File: src/rtl/ddr3_custom_read.sv
`default_nettype none
// ============================================================================
// Module   : ddr3_custom_read
// Purpose  : AXI3/AXI4 read master. Fetches read_ops strided bursts from DDR3
//            through one engine's HP port. Returned beats are forwarded to the
//            downstream compute pipeline as a zero-latency valid/ready stream.
// Ports    : clk/rst (async, active-high)
//            start_read/read_ops/stride/init_addr/mem_burst_size - job setup
//            busy/done/rd_err                                     - status
//            dn_vld/dn_dat/dn_last/dn_rdy                         - downstream
//            m_axi_AR* / m_axi_R*                                 - AXI read
//            cksum (only with DDR3_CUSTOM_READ_CKSUM_EN defined)  - XOR of all
//            32-bit lanes of every delivered beat, valid with done
// Options  : define DDR3_CUSTOM_READ_CKSUM_EN to add the cksum output.
// Revision : 1.0 - initial release
// ============================================================================
module ddr3_custom_read #(
  parameter int ENGINE_ID       = 0,
  parameter int ADDR_WIDTH      = 33,
  parameter int DATA_WIDTH      = 256,
  parameter int ID_WIDTH        = 5,
  parameter int MAX_OUTSTANDING = 4
) (
  input  logic                  clk,
  input  logic                  rst,
  input  logic                  start_read,
  input  logic [31:0]           read_ops,
  input  logic [31:0]           stride,
  input  logic [ADDR_WIDTH-1:0] init_addr,
  input  logic [15:0]           mem_burst_size,
  output logic                  busy,
  output logic                  done,
  output logic                  rd_err,
  output logic                  dn_vld,
  output logic [DATA_WIDTH-1:0] dn_dat,
  output logic                  dn_last,
  input  logic                  dn_rdy,
  output logic                  m_axi_ARVALID,
  output logic [ADDR_WIDTH-1:0] m_axi_ARADDR,
  output logic [ID_WIDTH-1:0]   m_axi_ARID,
  output logic [7:0]            m_axi_ARLEN,
  output logic [2:0]            m_axi_ARSIZE,
  output logic [1:0]            m_axi_ARBURST,
  output logic [1:0]            m_axi_ARLOCK,
  output logic [3:0]            m_axi_ARCACHE,
  output logic [2:0]            m_axi_ARPROT,
  output logic [3:0]            m_axi_ARQOS,
  output logic [3:0]            m_axi_ARREGION,
  input  logic                  m_axi_ARREADY,
  input  logic                  m_axi_RVALID,
  input  logic [DATA_WIDTH-1:0] m_axi_RDATA,
  input  logic [1:0]            m_axi_RRESP,
  input  logic                  m_axi_RLAST,
  input  logic [ID_WIDTH-1:0]   m_axi_RID,
  output logic                  m_axi_RREADY
`ifdef DDR3_CUSTOM_READ_CKSUM_EN
  ,
  output logic [31:0]           cksum
`endif
);

  localparam int         C_BEAT_SHIFT = (DATA_WIDTH == 512) ? 6 : 5;
  localparam logic [2:0] C_AR_SIZE    = (DATA_WIDTH == 512) ? 3'b110 : 3'b101;
  localparam logic [3:0] C_ENG_NIB    = 4'(ENGINE_ID);
  localparam logic [3:0] C_MAX_OUT    = 4'(MAX_OUTSTANDING);

  typedef enum logic [1:0] {ST_IDLE, ST_ISSUE, ST_DRAIN, ST_FIN} state_t;

  state_t                state_q, state_d;
  logic                  busy_q, busy_d;
  logic                  done_q, done_d;
  logic                  rd_err_q, rd_err_d;
  logic                  arvalid_q, arvalid_d;
  logic [ADDR_WIDTH-1:0] araddr_q, araddr_d;
  logic [7:0]            arlen_q, arlen_d;
  logic [31:0]           ops_q, ops_d;
  logic [31:0]           stride_q, stride_d;
  logic [31:0]           ar_cnt_q, ar_cnt_d;
  logic [31:0]           r_cnt_q, r_cnt_d;
  logic [3:0]            outst_q, outst_d;
  logic [7:0]            beat_cnt_q, beat_cnt_d;

  logic                  w_rready;
  logic                  w_r_hs;
  logic                  w_r_last_hs;
  logic                  w_ar_hs;
  logic [15:0]           w_beats;
  logic [ADDR_WIDTH-1:0] w_base;
  logic                  unused_ok;

  // Engine index lives in bits [31:28]; only the low 28 bits of init_addr count.
  assign w_base      = ADDR_WIDTH'({C_ENG_NIB, init_addr[27:0]});
  assign w_beats     = mem_burst_size >> C_BEAT_SHIFT;
  assign w_rready    = dn_rdy & busy_q;
  assign w_r_hs      = m_axi_RVALID & w_rready;
  assign w_r_last_hs = w_r_hs & m_axi_RLAST;
  assign w_ar_hs     = arvalid_q & m_axi_ARREADY;
  assign unused_ok   = ^{m_axi_RID, init_addr[ADDR_WIDTH-1:28]};

`ifdef DDR3_CUSTOM_READ_CKSUM_EN
  logic [31:0] cksum_q, cksum_d;
  logic [31:0] w_beat_xor;

  always_comb begin
    w_beat_xor = '0;
    for (int i = 0; i < DATA_WIDTH / 32; i++) begin
      w_beat_xor = w_beat_xor ^ m_axi_RDATA[i*32 +: 32];
    end
  end

  always_comb begin
    cksum_d = cksum_q;
    if (state_q == ST_IDLE && start_read) begin
      cksum_d = '0;
    end else if (w_r_hs) begin
      cksum_d = cksum_q ^ w_beat_xor;
    end
  end

  always_ff @(posedge clk or posedge rst) begin
    if (rst) begin
      cksum_q <= '0;
    end else begin
      cksum_q <= cksum_d;
    end
  end

  assign cksum = cksum_q;
`endif

  always_comb begin
    state_d    = state_q;
    busy_d     = busy_q;
    done_d     = 1'b0;
    rd_err_d   = rd_err_q;
    arvalid_d  = arvalid_q;
    araddr_d   = araddr_q;
    arlen_d    = arlen_q;
    ops_d      = ops_q;
    stride_d   = stride_q;
    ar_cnt_d   = ar_cnt_q;
    r_cnt_d    = r_cnt_q;
    beat_cnt_d = beat_cnt_q;

    // Return-path bookkeeping; RREADY is gated by busy so this is inert in IDLE.
    if (w_r_hs) begin
      if (m_axi_RLAST) begin
        r_cnt_d    = r_cnt_q + 32'd1;
        beat_cnt_d = '0;
      end else begin
        beat_cnt_d = beat_cnt_q + 8'd1;
      end
      if ((m_axi_RRESP != 2'b00) || (m_axi_RLAST != (beat_cnt_q == arlen_q))) begin
        rd_err_d = 1'b1;
      end
    end

    // A simultaneous AR accept and burst completion cancel out.
    outst_d = outst_q + 4'(w_ar_hs) - 4'(w_r_last_hs);

    // The running address advances only on acceptance, so ARADDR holds while stalled.
    if (w_ar_hs) begin
      ar_cnt_d = ar_cnt_q + 32'd1;
      araddr_d = araddr_q + ADDR_WIDTH'(stride_q);
    end

    case (state_q)
      ST_IDLE: begin
        if (start_read) begin
          busy_d     = 1'b1;
          rd_err_d   = 1'b0;
          ops_d      = read_ops;
          stride_d   = stride;
          arlen_d    = 8'(w_beats - 16'd1);
          araddr_d   = w_base;
          ar_cnt_d   = '0;
          r_cnt_d    = '0;
          outst_d    = '0;
          beat_cnt_d = '0;
          if (read_ops == 32'd0) begin
            state_d = ST_FIN;
            done_d  = 1'b1;
          end else begin
            state_d   = ST_ISSUE;
            arvalid_d = 1'b1;
          end
        end
      end
      ST_ISSUE: begin
        if (ar_cnt_d == ops_q) begin
          state_d   = ST_DRAIN;
          arvalid_d = 1'b0;
        end else begin
          // Once raised, this stays high until accepted: outstanding can only
          // fall while no AR handshake happens.
          arvalid_d = (outst_d < C_MAX_OUT);
        end
      end
      ST_DRAIN: begin
        arvalid_d = 1'b0;
        if (r_cnt_d == ops_q) begin
          state_d = ST_FIN;
          done_d  = 1'b1;
        end
      end
      ST_FIN: begin
        busy_d  = 1'b0;
        state_d = ST_IDLE;
      end
      default: begin
        state_d = ST_IDLE;
      end
    endcase
  end

  always_ff @(posedge clk or posedge rst) begin
    if (rst) begin
      state_q    <= ST_IDLE;
      busy_q     <= 1'b0;
      done_q     <= 1'b0;
      rd_err_q   <= 1'b0;
      arvalid_q  <= 1'b0;
      araddr_q   <= '0;
      arlen_q    <= '0;
      ops_q      <= '0;
      stride_q   <= '0;
      ar_cnt_q   <= '0;
      r_cnt_q    <= '0;
      outst_q    <= '0;
      beat_cnt_q <= '0;
    end else begin
      state_q    <= state_d;
      busy_q     <= busy_d;
      done_q     <= done_d;
      rd_err_q   <= rd_err_d;
      arvalid_q  <= arvalid_d;
      araddr_q   <= araddr_d;
      arlen_q    <= arlen_d;
      ops_q      <= ops_d;
      stride_q   <= stride_d;
      ar_cnt_q   <= ar_cnt_d;
      r_cnt_q    <= r_cnt_d;
      outst_q    <= outst_d;
      beat_cnt_q <= beat_cnt_d;
    end
  end

  assign busy           = busy_q;
  assign done           = done_q;
  assign rd_err         = rd_err_q;
  assign m_axi_ARVALID  = arvalid_q;
  assign m_axi_ARADDR   = araddr_q;
  assign m_axi_ARLEN    = arlen_q;
  assign m_axi_ARID     = '0;
  assign m_axi_ARSIZE   = C_AR_SIZE;
  assign m_axi_ARBURST  = 2'b01;
  assign m_axi_ARLOCK   = 2'b00;
  assign m_axi_ARCACHE  = 4'b0000;
  assign m_axi_ARPROT   = 3'b010;
  assign m_axi_ARQOS    = 4'd0;
  assign m_axi_ARREGION = 4'd0;
  assign m_axi_RREADY   = w_rready;
  assign dn_vld         = m_axi_RVALID & busy_q;
  assign dn_dat         = m_axi_RDATA;
  assign dn_last        = m_axi_RLAST;

endmodule
`default_nettype wire

File: config.mk
export PLATFORM = sky130hd
export DESIGN_NAME = ddr3_custom_read
export DESIGN_NICKNAME = d
export VERILOG_FILES = /design/src/rtl/ddr3_custom_read.sv
export SDC_FILE = /design/constraint.sdc
export NUM_CORES = 1
export LEC_CHECK = 0
export BUFFER_PORTS_ARGS = -buffer_cell sky130_fd_sc_hd__buf_2
export CORE_AREA = 2 2 278 280
export CTS_BUF_LIST = sky130_fd_sc_hd__clkbuf_16
export DETAILED_ROUTE_END_ITERATION = 16
export DIE_AREA = 0 0 280 282
export PLACE_DENSITY = 0.51
export SLEW_MARGIN = 20
export SYNTH_ARGS = -nofsm -noshare
export SYNTH_HDL_FRONTEND = slang
export SYNTH_SLANG_ARGS = --single-unit
File: constraint.sdc
create_clock -name clk -period 5.9 [get_ports clk]
set_input_delay 1.18 -clock clk [delete_from_list [all_inputs] [get_ports clk]]
set_output_delay 1.18 -clock clk [all_outputs]
set_load 0.03 [all_outputs]
# After elaboration in Yosys (flattened, before gate mapping)
# Index checks and enable logic that the tools add are counted.
[word_totals]
ff_bits = 187
inputBits = 383
word_cells = 82
output_inout_bits = 331
[op_classes]
reduce_logical = 10
addsub = 7
bitwise_logic = 5
n_eq_ne = 11
n_lt_le_gt_ge = 1
mux = 35
[op_table]
columns = ["op", "count"]
rows = [
  ["$mux W32", 7],
  ["$mux W33", 3],
  ["$add A32 B1 Y32 const B", 2],
  ["$eq A32 B32 Y1", 2],
  ["$add A33 B32 Y33", 1],
  ["$logic_not A32 Y1", 1],
  ["$mux W8", 4],
  ["$mux W1", 11],
  ["$add A8 B1 Y8 const B", 1],
  ["$eq A8 B8 Y1", 1],
  ["$mux W2", 4],
  ["$mux W4", 2],
  ["$ne A2 B2 Y1 const B", 4],
  ["$pmux W2 S4", 1],
  ["$sub A8 B1 Y8 const B", 1],
  ["$reduce_and A3 Y1", 2],
  ["$and A1 B1 Y1", 5],
  ["$add A4 B1 Y4", 1],
  ["$eq A2 B2 Y1 const B", 2],
  ["$lt A4 B3 Y1 const B", 1],
  ["$pmux W1 S2", 2],
  ["$reduce_and A2 Y1", 2],
  ["$reduce_bool A2 Y1", 2],
  ["$sub A4 B1 Y4", 1],
  ["6 further kinds", 6],
]

# Logic depth before layout (Yosys ltp)
[logic_depth]
word_depth = 7
ltp_mapped = 15
mapped_depth_nobuf = 13

# Least setup slack after synthesis
# No wires, ideal clock.
[synth_timing]
path_kind = "input port to flip-flop"
start = "input m_axi_ARREADY"
end = "register state_q[1]"
setup_time_ns = 0.087
t_arrival_ns = 3.842
t_required_ns = 5.813
path_buffers = 1
slack_ns = 1.971
cell_stages = 12
cell_sequence = "and4_1 > buf_2 > nand4_2 > nor4_4 > a311oi_1 > a311o_1 > nor4_1 > nand4_1 > o41a_1 > a21oi_2 > mux2_1 > o211ai_1"
[synth_via]
elab_chain_len = 5
[synth_rtl]
columns = ["element", "line_no", "source"]
rows = [
  ["start: declaration", "49", "input logic m_axi_ARREADY,"],
  ["$and A1 B1 Y1", "97", "assign w_ar_hs = arvalid_q & m_axi_ARREADY;"],
  ["$mux W32", "162", "if (w_ar_hs) begin"],
  ["$eq A32 B32 Y1", "190", "if (ar_cnt_d == ops_q) begin"],
  ["$ne A2 B2 Y1 (no source line)", "--", ""],
  ["$reduce_and A3 Y1 (no source line)", "--", ""],
  ["end signal: assignment", "232", "state_q <= state_d;"],
  ["end: declaration", "69", "state_t state_q, state_d;"],
]
# No other way between the ends.
# A chain may end at the register's enable or synchronous reset.

# Worst setup path in the final report
[layout_timing]
start = "register araddr_q[1], in the netlist m_axi_ARADDR[1]"
end = "register araddr_q[27], in the netlist m_axi_ARADDR[27]"
[layout_via]
elab_chain_len = 4
[layout_rtl]
columns = ["element", "line_no", "source"]
rows = [
  ["start: declaration", "74", "logic [ADDR_WIDTH-1:0] araddr_q, araddr_d;"],
  ["start signal: assignment", "237", "araddr_q <= araddr_d;"],
  ["$add A33 B32 Y33 (*)", "164", "araddr_d = araddr_q + ADDR_WIDTH'(stride_q);"],
  ["$mux W33 (*)", "162", ""],
  ["$mux W33", "169", "if (start_read) begin"],
  ["$mux W33 (*)", "167", "case (state_q)"],
  ["net araddr_d[27]", "74", ""],
]
# The timed path passes the listed nets; every way through them passes the cells marked *.

==> results.yml <==
outcome:
  status: "finished, final reports clean"
sta:
  fin_ws_ps: 1560
  maxSlewHeadroom: 0.3609
  fmax_ghz: 0.2304
  worst_slew_pin_slew_ps: 958.7
  period_share: 0.7356
  rsz0062_at_grt: "no"
  hold_viol: 0
  final_max_slew_viol_count: 0
  setup_tns_ps: 0
  skew_ps: 12.88
  finalSetupViolations: 0
  layout_min_cycle_time_ps: 4340
power:
  leakage_nw: 6.275
  power_density_mw_per_mm2: 483.5
  ir_worst_vdd_uv: 255.8
  p_total_w: 0.006843
job:
  maxCapViolCount: 0
placement:
  hpwl_um: 31920
  routabilityCongestion: 0.8551
  dp_slack_ps: 1027
  numPortBuffers: 156
final_layout:
  multi_input_area_mm2: 0.006660
  synthToLayoutAreaGrowth_pct: 2.959
  n_antenna_cell: 0
  fillers: 8554
  drive_gt1_frac: 0.1375
  final_nets: 1958
  ff_latch_area_mm2: 0.004679
  fin_util: 0.1869
global_routing:
  antenna_found_initial: 1
  grtUsageTotal: 0.1049
  grt_pass1_vias: 10400
  overflow: 0
  grt_start_max_net_pins: 100
  grt_pass1_wl_um: 62940
setup_path:
  crit_chain: "ha_1 -> a211o_1 -> a211oi_1 -> and4b_1 -> a2111oi_2 -> o21ai_0 -> a31oi_1 -> o31ai_1 -> a211oi_1 -> o21ai_0 -> and3_1 -> o31a_1"
  worstPathMaxFanout: 4
  crit_path_top_delay_cell: "a2111oi_2"
  max_stage_delay_ps: 550
  critical_path.top_delay_family: "compound AO/OA/AOI/OAI gates"
  critPathKind: "register to register"
  end_kind: "register"
  critical_path_buf_inv_count: 0
  cp.arrival_ps: 4700
  worst_setup_path_start_kind: "register"
  required_ps: 6260
die:
  start_util: 0.1816
  dieArea_mm2: 0.07896
  coreArea_mm2: 0.07570
  chipHeight_um: 282
  rows: 101
  die-width_um: 280
  ios: 714
clock_tree:
  postCtsSetupBuffers: 0
  clk_pin_slew_ps: 70
  cts_tree: "yes"
  clk_latency_ps: 480
  cts-resized-gates: 0
  root_buffer: "clkbuf_16"
  cts_hold_buf: 0
  htreeDepth: 4
  cts_buffer_depth: 2
  cts_sinks: 187
  cts_buffers: 17
logic_synthesis:
  yosys_register_bits: 187
  synth_flop_cell: "dfrtp_1"
  synth_cell_types: 73
  syn_avg_cell_area_um2: 8.260
  ys_warn_count: 0
  syn_inst: 1664
  seq_area_frac_synth: 0.3405
  synth-edff-count: 0
  async_flop_share: 1.000
  netlist_area_mm2: 0.01374
route:
  drt-total-wl_um: 41850
  drc: 0
  drtIter0Drc: 602
  wire_per_inst_um: 16.61
  vias: 10530
  via_per_inst: 4.178
  detail-route-antenna-nets: 0
  dr.pass1.iters: 5
min_path:
  hold_class: "register to register"
final timing paths:
check | start | end | slack, ps | cells past startpoint
worst min register to register | stride_q[17] | stride_q[17] | 490 | 2
min in group asynchronous | rst | m_axi_ARADDR[0] | 820 | 3
worst max-delay path | m_axi_ARADDR[1] | m_axi_ARADDR[27] | 1560 | 12
max in group asynchronous | rst | ops_q[19] | 4330 | 3
worst min-delay path | stride_q[17] | stride_q[17] | 490 | 2
worst max register to register | m_axi_ARADDR[1] | m_axi_ARADDR[27] | 1560 | 12
metal layers:
layer | wire length [um] | global-route usage
met5 | 142 | 0.01221
met4 | 1204 | 0.04223
met3 | 4716 | 0.05585
met2 | 17700 | 0.1502
met1 | 18090 | 0.1296
logic make-up after synthesis:
logic type / after synthesis / share of synthesized area
buffers and inverters: 379 / 0.1825
AO/OA/AOI/OAI: 228 / 0.1058
adder cells (fa/ha/maj): 46 / 0.04297
other: 2 / 0.0005464
flip-flops: 187 / 0.3405
multiplexers: 10 / 0.007374
AND/OR/NAND/NOR: 653 / 0.2190
XOR/XNOR: 159 / 0.1013
area by class of cell:
| class | count | area share |
|---|---|---|
| Clock buffer | 17 | 0.03006 |
| Clock inverter | 15 | 0.01061 |
| Inverter | 34 | 0.009284 |
| Multi-Input combinational cell | 1123 | 0.4706 |
| Sequential cell | 187 | 0.3307 |
| Tap cell | 978 | 0.08647 |
| Timing Repair Buffer | 166 | 0.06225 |
tightest hold or removal path, cell delays in order, from the launching register on:
cell and delay (ps):
dfrtp_1 350, nand2_1 50, nand2_1 50
through the flow:
stage / hold WS [ps] / std cells / instance area (um^2)
finish: 485.0 / 2520 / 14150
global route: 495.8 / 2520 / 14150
CTS: 487.3 / 2520 / 14150
detailed placement: 469.9 / 2488 / 13580
global placement: 467.7 / 2488 / 13580
floorplan: 449.7 / 1689 / 13840
report_power, final:
group	switching (W)	internal, W	total (W)
Combinational	0.00212	0.00135	0.00347
Clock	0.000564	0.000624	0.00119
Sequential	0.000498	0.00169	0.00219
Total	0.00318	0.00366	0.00684
cell usage in the layout, fill, tap and decap left out, drive strengths merged, types with 8 or more instances in the layout:
cell type / count
xor2: 68
dfrtp: 187
and3: 13
nor3b: 9
buf: 166
ha: 44
clkinv: 8
nand2: 295
nand2b: 13
nand4: 38
a21oi: 66
clkbuf: 17
inv: 38
mux2i: 9
o21ai: 60
nand3: 38
conb: 27
and2: 14
a31oi: 11
a211o: 8
nor2: 145
nor4: 29
xnor2: 91
a21o: 20
nor3: 28
flip-flops by register name, indices dropped and copies added, names as in the netlist:
name / cells
ar_cnt_q: 32
beat_cnt_q: 8
busy: 1
done: 1
m_axi_ARADDR: 33
m_axi_ARLEN: 8
m_axi_ARVALID: 1
ops_q: 32
outst_q: 4
r_cnt_q: 32
rd_err: 1
state_q: 2
stride_q: 32
cells in the mapped netlist, drive strengths merged (28+ instances only):
cell type / instances / share of area
clkbuf: 48 / 0.013
buf: 297 / 0.16
xnor2: 91 / 0.058
inv: 34 / 0.0093
o21ai: 60 / 0.022
nor4: 29 / 0.015
nand2: 295 / 0.081
xor2: 68 / 0.043
nand4: 38 / 0.019
dfrtp: 187 / 0.34
nor2: 145 / 0.040
a21oi: 66 / 0.024
nand3: 38 / 0.014
ha: 44 / 0.040
nor3: 28 / 0.010
Note: power is estimated with default switching activity, not from simulation.
